<file path="src/rtl/onchip_mem_arbiter_if.sv">
// Avalon-MM bundle seen by the on-chip RAM arbiter: two requester ports plus the RAM s1 side.
// The slave modport is the arbiter's view; master is the view of the requesters and RAM around it.
interface onchip_mem_arbiter_if;
    logic [9:0]  p0_address;
    logic [3:0]  p0_byteenable;
    logic        p0_read;
    logic        p0_write;
    logic [31:0] p0_writedata;
    logic        p0_waitrequest;
    logic [31:0] p0_readdata;
    logic        p0_readdatavalid;

    logic [9:0]  p1_address;
    logic [3:0]  p1_byteenable;
    logic        p1_read;
    logic        p1_write;
    logic [31:0] p1_writedata;
    logic        p1_waitrequest;
    logic [31:0] p1_readdata;
    logic        p1_readdatavalid;

    logic [9:0]  ram_address;
    logic [3:0]  ram_byteenable;
    logic        ram_chipselect;
    logic        ram_write;
    logic [31:0] ram_writedata;
    logic [31:0] ram_readdata;

    modport slave (
        input  p0_address, p0_byteenable, p0_read, p0_write, p0_writedata,
        output p0_waitrequest, p0_readdata, p0_readdatavalid,
        input  p1_address, p1_byteenable, p1_read, p1_write, p1_writedata,
        output p1_waitrequest, p1_readdata, p1_readdatavalid,
        output ram_address, ram_byteenable, ram_chipselect, ram_write, ram_writedata,
        input  ram_readdata
    );

    modport master (
        output p0_address, p0_byteenable, p0_read, p0_write, p0_writedata,
        input  p0_waitrequest, p0_readdata, p0_readdatavalid,
        output p1_address, p1_byteenable, p1_read, p1_write, p1_writedata,
        input  p1_waitrequest, p1_readdata, p1_readdatavalid,
        input  ram_address, ram_byteenable, ram_chipselect, ram_write, ram_writedata,
        output ram_readdata
    );
endinterface

</file>
<file path="src/rtl/onchip_mem_arbiter.sv">
// Shares a single-port 1024x32 RAM between two Avalon-MM requesters, one access per cycle.
// Read latency 1 cycle; the losing requester is held off with combinational waitrequest.
module onchip_mem_arbiter #(
    parameter int MODE         = 0,
    parameter int STARVE_LIMIT = 8
) (
    input  logic                 clk,
    input  logic                 reset,
    onchip_mem_arbiter_if.slave  bus
);

    typedef struct packed {
        logic [9:0]  addr;
        logic [3:0]  be;
        logic        rd;
        logic        wr;
        logic [31:0] wdata;
    } mreq_t;

    localparam logic [7:0] LIMIT = 8'(STARVE_LIMIT);

    mreq_t       port_req [2];
    mreq_t       gnt_req;
    logic [1:0]  req;
    logic [1:0]  grant;
    logic        any_grant;

    logic        last_grant, last_grant_nxt;
    logic [7:0]  starve_cnt, starve_cnt_nxt;
    logic        rd_pending, rd_pending_nxt;
    logic        rd_port, rd_port_nxt;

    assign port_req[0] = {bus.p0_address, bus.p0_byteenable, bus.p0_read, bus.p0_write, bus.p0_writedata};
    assign port_req[1] = {bus.p1_address, bus.p1_byteenable, bus.p1_read, bus.p1_write, bus.p1_writedata};

    assign req[0]    = port_req[0].rd | port_req[0].wr;
    assign req[1]    = port_req[1].rd | port_req[1].wr;
    assign any_grant = |grant;
    assign gnt_req   = port_req[grant[1]];

    // Contention only matters when both ask; a lone requester always wins.
    always_comb begin : arbitrate
        grant = 2'b00;
        if (!reset) begin
            if (req == 2'b11) begin
                if (MODE == 0) begin
                    grant = last_grant ? 2'b01 : 2'b10;
                end else begin
                    grant = (starve_cnt == LIMIT) ? 2'b10 : 2'b01;
                end
            end else begin
                grant = req;
            end
        end
    end

    always_ff @(posedge clk or posedge reset) begin : state_reg
        if (reset) begin
            last_grant <= 1'b1;
            starve_cnt <= '0;
            rd_pending <= 1'b0;
            rd_port    <= 1'b0;
        end else begin
            last_grant <= last_grant_nxt;
            starve_cnt <= starve_cnt_nxt;
            rd_pending <= rd_pending_nxt;
            rd_port    <= rd_port_nxt;
        end
    end

    always_comb begin : next_state
        last_grant_nxt = last_grant;
        starve_cnt_nxt = starve_cnt;
        rd_pending_nxt = 1'b0;
        rd_port_nxt    = rd_port;

        if (any_grant) begin
            last_grant_nxt = grant[1];
        end

        if (!req[1] || grant[1]) begin
            starve_cnt_nxt = '0;
        end else if (starve_cnt != LIMIT) begin
            starve_cnt_nxt = starve_cnt + 8'd1;
        end

        // A write sharing the cycle with an outstanding return never touches rd_pending's owner.
        if (any_grant && !gnt_req.wr) begin
            rd_pending_nxt = 1'b1;
            rd_port_nxt    = grant[1];
        end
    end

    always_comb begin : outputs
        bus.ram_chipselect = 1'b0;
        bus.ram_write      = 1'b0;
        bus.ram_address    = '0;
        bus.ram_byteenable = '0;
        bus.ram_writedata  = '0;
        if (any_grant) begin
            bus.ram_chipselect = 1'b1;
            bus.ram_write      = gnt_req.wr;
            bus.ram_address    = gnt_req.addr;
            bus.ram_byteenable = gnt_req.wr ? gnt_req.be : 4'hF;
            bus.ram_writedata  = gnt_req.wdata;
        end

        bus.p0_waitrequest   = req[0] & ~grant[0];
        bus.p1_waitrequest   = req[1] & ~grant[1];
        bus.p0_readdatavalid = rd_pending & ~reset & ~rd_port;
        bus.p1_readdatavalid = rd_pending & ~reset & rd_port;
        bus.p0_readdata      = bus.ram_readdata;
        bus.p1_readdata      = bus.ram_readdata;
    end

endmodule
</file>
<file path="src/flat_wrapper.sv">
// flat-port wrapper written by rule: the top's interface ports become plain ports
module onchip_mem_arbiter_flat 
#(
    parameter int MODE         = 0,
    parameter int STARVE_LIMIT = 8
)
  (clk, reset, bus_p0_address, bus_p0_byteenable, bus_p0_read, bus_p0_write, bus_p0_writedata, bus_p0_waitrequest, bus_p0_readdata, bus_p0_readdatavalid, bus_p1_address, bus_p1_byteenable, bus_p1_read, bus_p1_write, bus_p1_writedata, bus_p1_waitrequest, bus_p1_readdata, bus_p1_readdatavalid, bus_ram_address, bus_ram_byteenable, bus_ram_chipselect, bus_ram_write, bus_ram_writedata, bus_ram_readdata);
  onchip_mem_arbiter_if bus_i ();
  input  logic clk;
  input  logic reset;
  input wire logic [$bits(bus_i.p0_address)-1:0] bus_p0_address;
  input wire logic [$bits(bus_i.p0_byteenable)-1:0] bus_p0_byteenable;
  input wire logic [$bits(bus_i.p0_read)-1:0] bus_p0_read;
  input wire logic [$bits(bus_i.p0_write)-1:0] bus_p0_write;
  input wire logic [$bits(bus_i.p0_writedata)-1:0] bus_p0_writedata;
  output wire logic [$bits(bus_i.p0_waitrequest)-1:0] bus_p0_waitrequest;
  output wire logic [$bits(bus_i.p0_readdata)-1:0] bus_p0_readdata;
  output wire logic [$bits(bus_i.p0_readdatavalid)-1:0] bus_p0_readdatavalid;
  input wire logic [$bits(bus_i.p1_address)-1:0] bus_p1_address;
  input wire logic [$bits(bus_i.p1_byteenable)-1:0] bus_p1_byteenable;
  input wire logic [$bits(bus_i.p1_read)-1:0] bus_p1_read;
  input wire logic [$bits(bus_i.p1_write)-1:0] bus_p1_write;
  input wire logic [$bits(bus_i.p1_writedata)-1:0] bus_p1_writedata;
  output wire logic [$bits(bus_i.p1_waitrequest)-1:0] bus_p1_waitrequest;
  output wire logic [$bits(bus_i.p1_readdata)-1:0] bus_p1_readdata;
  output wire logic [$bits(bus_i.p1_readdatavalid)-1:0] bus_p1_readdatavalid;
  output wire logic [$bits(bus_i.ram_address)-1:0] bus_ram_address;
  output wire logic [$bits(bus_i.ram_byteenable)-1:0] bus_ram_byteenable;
  output wire logic [$bits(bus_i.ram_chipselect)-1:0] bus_ram_chipselect;
  output wire logic [$bits(bus_i.ram_write)-1:0] bus_ram_write;
  output wire logic [$bits(bus_i.ram_writedata)-1:0] bus_ram_writedata;
  input wire logic [$bits(bus_i.ram_readdata)-1:0] bus_ram_readdata;
  assign bus_i.p0_address = bus_p0_address;
  assign bus_i.p0_byteenable = bus_p0_byteenable;
  assign bus_i.p0_read = bus_p0_read;
  assign bus_i.p0_write = bus_p0_write;
  assign bus_i.p0_writedata = bus_p0_writedata;
  assign bus_p0_waitrequest = bus_i.p0_waitrequest;
  assign bus_p0_readdata = bus_i.p0_readdata;
  assign bus_p0_readdatavalid = bus_i.p0_readdatavalid;
  assign bus_i.p1_address = bus_p1_address;
  assign bus_i.p1_byteenable = bus_p1_byteenable;
  assign bus_i.p1_read = bus_p1_read;
  assign bus_i.p1_write = bus_p1_write;
  assign bus_i.p1_writedata = bus_p1_writedata;
  assign bus_p1_waitrequest = bus_i.p1_waitrequest;
  assign bus_p1_readdata = bus_i.p1_readdata;
  assign bus_p1_readdatavalid = bus_i.p1_readdatavalid;
  assign bus_ram_address = bus_i.ram_address;
  assign bus_ram_byteenable = bus_i.ram_byteenable;
  assign bus_ram_chipselect = bus_i.ram_chipselect;
  assign bus_ram_write = bus_i.ram_write;
  assign bus_ram_writedata = bus_i.ram_writedata;
  assign bus_i.ram_readdata = bus_ram_readdata;
  onchip_mem_arbiter #(.MODE(MODE), .STARVE_LIMIT(STARVE_LIMIT)) u_core (.clk(clk), .reset(reset), .bus(bus_i));
endmodule
</file>
<file path="config.mk">
export PLATFORM = sky130hd
export DESIGN_NAME = onchip_mem_arbiter_flat
export DESIGN_NICKNAME = d
export VERILOG_FILES = /design/src/rtl/onchip_mem_arbiter_if.sv /design/src/rtl/onchip_mem_arbiter.sv /design/src/flat_wrapper.sv
export SDC_FILE = /design/constraint.sdc
export NUM_CORES = 1
export LEC_CHECK = 0
export CORE_AREA = 3 3 95 97
export CTS_CLUSTER_SIZE = 16
export DETAILED_ROUTE_END_ITERATION = 12
export DIE_AREA = 0 0 98 100
export MAX_ROUTING_LAYER = met4
export PLACE_DENSITY = 0.68
export SLEW_MARGIN = 20
export SYNTH_ARGS = -nofsm -noshare
export SYNTH_HDL_FRONTEND = slang
export SYNTH_SLANG_ARGS = --single-unit
</file>
<file path="constraint.sdc">
create_clock -name clk -period 2.1 [get_ports clk]
set_clock_uncertainty 0.15 [all_clocks]
set_input_delay 0.315 -clock clk [delete_from_list [all_inputs] [get_ports clk]]
set_output_delay 0.315 -clock clk [all_outputs]
set_load 0.02 [all_outputs]
</file>
Yosys cells after proc, flatten, opt, wreduce, memory -nomap -nowiden
Index checks and enable logic that the tools add are counted.

storage, ports and cells
  output and inout port bits = 116
  flip-flop bits (word level) = 3
  bits of input ports = 130

cells by class
  mux-type cells = 13
  bitwise logic cells = 12
  reductions and logical operators = 3
  magnitude comparators = 1
  equal/unequal tests = 1

operator list
  kind                                                      count
  48-bit 2-to-1 mux                                         3
  32-bit 2-to-1 mux                                         1
  10-bit 2-to-1 mux                                         1
  4-bit 2-to-1 mux                                          2
  2-bit 2-to-1 mux                                          3
  1-bit AND                                                 5
  1-bit NOT                                                 4
  1-bit 2-to-1 mux                                          3
  2-bit == test, second input constant                      1
  2-bit greater-or-equal comparator, second input constant  1
  1-bit NOT with 2-bit output                               1
  1-bit OR                                                  2
  2-bit OR reduction                                        1
  1-bit logical AND                                         1
  1-bit logical NOT                                         1

Longest topological paths before layout
  depth after elaboration = 11
  depth in mapped cells = 6
  depth with buffers taken out = 3

Worst setup path before layout
Ideal clock, no wire load.

  path kind = reg-to-output
  start = register u_core.last_grant
  end = output bus_p1_waitrequest
  required time = 1635 ps
  setup slack = 284 ps
  arrival time = 1351 ps
  stages on the path, launching flop included = 5
  cell sequence = dfstp_2 -> buf_2 -> o21ai_4 -> buf_2 -> a21oi_1

on the way
  word-level cells in the longest chain between the ends = 5

RTL lines
  what                      line                       RTL
  start: declaration        onchip_mem_arbiter.sv:28   logic last_grant, last_grant_nxt;
  start signal: assignment  onchip_mem_arbiter.sv:64   last_grant <= last_grant_nxt;
  2-bit 2-to-1 mux          onchip_mem_arbiter.sv:47   grant = last_grant ? 2'b01 : 2'b10;
  2-bit 2-to-1 mux          onchip_mem_arbiter.sv:45   if (req == 2'b11) begin
  2-bit 2-to-1 mux          onchip_mem_arbiter.sv:44   if (!reset) begin
  1-bit NOT                 onchip_mem_arbiter.sv:109  bus.p1_waitrequest = req[1] & ~grant[1];
  1-bit AND                 onchip_mem_arbiter.sv:109
  end: declaration          flat_wrapper.sv:24         output wire logic [$bits(bus_i.p1_waitrequest)-1:0] bus_p1_waitrequest;

Every way passes these cells.

Worst setup path after layout
  start = input bus_p1_read
  end = output bus_p0_waitrequest

on the way
  word-level cells in the longest chain between the ends = 6

RTL lines
  what                line                       RTL
  start: declaration  flat_wrapper.sv:21         input wire logic [$bits(bus_i.p1_read)-1:0] bus_p1_read;
  1-bit OR            onchip_mem_arbiter.sv:37   assign req[1] = port_req[1].rd | port_req[1].wr;
  2-bit == test       onchip_mem_arbiter.sv:45
  2-bit 2-to-1 mux    onchip_mem_arbiter.sv:45
  2-bit 2-to-1 mux    onchip_mem_arbiter.sv:44
  1-bit NOT           onchip_mem_arbiter.sv:108  bus.p0_waitrequest = req[0] & ~grant[0];
  1-bit AND           onchip_mem_arbiter.sv:108
  end: declaration    flat_wrapper.sv:16         output wire logic [$bits(bus_i.p0_waitrequest)-1:0] bus_p0_waitrequest;

Every way passes these cells.

==> out/qor_table.md <==
| Item | Reported | Unit |
| --- | --- | --- |
| Result of the run | finished clean | - |
| R2R setup slack | 0.77 | ns |
| Vertical extent of the die | 100 | um |
| Die Width | 98 | um |
| Hold buffers post-CTS | 0 | - |
| Top flip-flop cell by instance count after synthesis | dfrtp_1 | - |
| Final net count | 466 | - |
| Synthesized area divided by synthesized cell count | 6.94 | um2 |
| Overflow left after global routing | 0 | - |
| Synthesis-stage register bit count | 3 | - |
| Cell taking the most area after synthesis | buf_4 | - |
| Worst-path clk slew | 0.04 | ns |
| Half-perimeter wire length of the detailed placement result | 5140 | um |
| Largest fanout of any net on the critical path | 16 | - |
| Number of global-route vias before repair | 2160 | - |
| Power density of the placed cells | 375 | mW/mm2 |
| Arrival time at the worst endpoint | 1.57 | ns |
| Number of synthesized flops with an enable pin | 0 | - |
| Final Util | 34.7 | % |
| Number of antenna violations at the first check in global routing | 0 | - |
| Crit Path Class | input pin to primary output | - |
| Number of endpoints with negative hold slack in the final report | 0 | - |
| Synthesized instance count | 247 | - |
| Time the worst path needs with I/O delays and setup | 2.03 | ns |
| Total CTS buffers | 3 | - |
| Top area cells in the synthesized netlist | buf_4 31%, o2111ai_1 21%, nand3_1 12% | - |
| Critical R2R Launch | u_core.last_grant | - |
| Layout cell share with drive strength beyond 1 | 27.8 | % |
| Post-synthesis instance area | 0.00172 | mm2 |
| CTS tree | yes | - |
| Via count normalized by instance count | 4.97 | - |
| Leakage power figure | 1.30 | nW |
| Global-route wire length before repair | 10700 | um |
| Total number of vias | 2187 | - |
| Leading cell type in the layout, fill and taps excluded | clkdlybuf4s50_1 | - |
| DRC violation total after the first TritonRoute iteration | 74 | - |
| Clock H-tree levels | 1 | - |
| Weighted congestion at the end of routability-driven global placement | 0.775 | - |
| Leading cell types in the layout, fill and taps excluded | 92 x clkdlybuf4s50_1, 44 x nand2_1, 42 x nand3_1, 42 x o2111ai_1, 42 x buf_2 | - |
| Final-report setup violation count | 0 | - |
| Clock tree root driver cell | clkbuf_8 | - |
| DRC Markers | 0 | - |
| Total design power | 0.00107 | W |
| Diodes inserted | 0 | - |
| Fin crit share | 96.8 | % |
| Sequential fraction of the synthesis area | 4.45 | % |
| Async set or reset register ratio after synthesis | 100 | % |
| Count of buffers inserted at the top-level ports | 149 | - |
| Final count of pins violating max slew | 0 | - |
| Synthesis Warnings | 0 | - |
| Data required time of the critical path | 1.63 | ns |
| Post-synth top area share | 31.1 | % |
| CP endpoint kind | primary output | - |
| Highest clock frequency the design can meet | 492 | MHz |
| Number of distinct standard cells referenced by the synthesized netlist | 27 | - |
| Worst slew margin relative to its limit | 79.9 | % |
| Tightest Pin Transition | 0.301 | ns |
| Timing startpoint of the critical path | bus_p1_read | - |
| Total nets after synthesis | 377 | - |
| Reg-to-reg endpoint | u_core.rd_port | - |
| Worst setup path end | bus_p0_waitrequest | - |
| First-pass DRT Iterations | 4 | - |
| Peak VDD IR | 0.000359 | V |
| Clock Latency Late Sink | 0.22 | ns |
| Max-Cap Viols | 0 | - |
| Worst Hold Class | input pin to asynchronous set/reset pin | - |
| Sinks on the clock net | 3 | - |
| Cell depth of the worst flop-to-flop path | 4 | - |
| Setup repair after global routing missed its margin | no | - |
| Syn-to-layout area delta | 66.2 | % |
| Row Count | 33 | - |
| Total die area | 0.00980 | mm2 |
| Buffer depth of the longest clock path | 2 | - |
| DR WL/cell | 15.9 | um |
| Detail Route Antenna Nets | 0 | - |
| Global-route total usage across every layer | 13.4 | % |
| Initial core utilization | 20.9 | % |
| I/O pins | 246 | - |
| Crit start category | input pin | - |
| Largest net degree at the start of global routing | 29 | - |
| Total length of routed wires | 7010 | um |
| Placeable core region | 0.00822 | mm2 |
[worst min path at each step]
stage / slack, ns / endpoint / start / cells after the start
6_report: 0.20 / u_core.rd_port / reset / 4
2_1_floorplan: 0.24 / u_core.rd_pending / reset / 3
3_3_place_gp: 0.42 / u_core.rd_port / u_core.rd_port / 2
4_1_cts: 0.43 / u_core.rd_port / u_core.rd_port / 2
3_5_place_dp: 0.42 / u_core.rd_port / u_core.rd_port / 2
5_1_grt: 0.21 / u_core.rd_port / reset / 4
[sequential cells by signal, indices dropped and copies added, names as in the netlist]
register and cells:
u_core.last_grant 1, u_core.rd_pending 1, u_core.rd_port 1
[area by class of cell]
type                    count  area [um2]
repair buffers            176        1620
clock buffers               4        45.0
fillers                   880        5370
inverters                   1        8.76
multi-input cells         151         975
well taps                 105         131
flip-flops and latches      3        76.3
[power by group]
| group | total, W | switching (W) | internal, W |
|---|---|---|---|
| Sequential | 0.0000767 | 0.0000102 | 0.0000665 |
| Clock | 0.000177 | 0.0000464 | 0.000130 |
| Combinational | 0.000816 | 0.000414 | 0.000402 |
[cells by family after synthesis]
group	after synthesis	share of synthesized area, %
simple gates	96	26.0
buf+inv	93	40.5
compound gates	55	29.1
flops	3	4.45
[critical path, stage by stage]
cell	delay (ns)
dlygate4sd2_1	0.30
nor2_4	0.21
buf_6	0.20
nor2_1	0.06
o21a_1	0.17
dlygate4sd2_1	0.32
[per-layer routing]
layer | vias to the layer above | track usage [%] | part of all wire (%)
met1 | 1015 | 14.7 | 37
met3 | 41 | 1.81 | 7.2
met5 | - | - | 0
met2 | 99 | 23.8 | 51
li1 | 1032 | - | -
met4 | 0 | 6.71 | 4.1
[metrics by stage]
stage | TNS, ns | setup WS [ns] | cells | hold WS [ns] | instance area [um2]
detailed placement | -24.20 | -0.540 | 433 | 0.416 | 2920
global placement | -23.83 | -0.531 | 433 | 0.423 | 2920
finish | 0 | 0.0672 | 440 | 0.200 | 2850
CTS | -0.447 | -0.0927 | 439 | 0.425 | 2840
global route | 0 | 0.00953 | 440 | 0.215 | 2850
floorplan | 0 | 0.284 | 247 | 0.241 | 1720
[synthesized netlist by cell type (2+ instances only)]
library cell   n
a21oi_1        2
and3_1         2
buf_2         15
buf_4         71
buf_6          2
buf_8          4
dfrtp_1        2
nand2_1       44
nand3_1       42
nor2_2         2
o2111ai_1     42
o221a_2        4
[repair_timing]
| action | CTS | global route |
|---|---|---|
| setup buffers | 1 | 1 |
| pin swaps | 2 | 3 |
| endpoints found under the setup margin | 52 | 18 |
| cloned | 1 | 0 |
| gates resized for setup | 205 | 10 |
No activity file was read; power rests on OpenSTA's default activity.
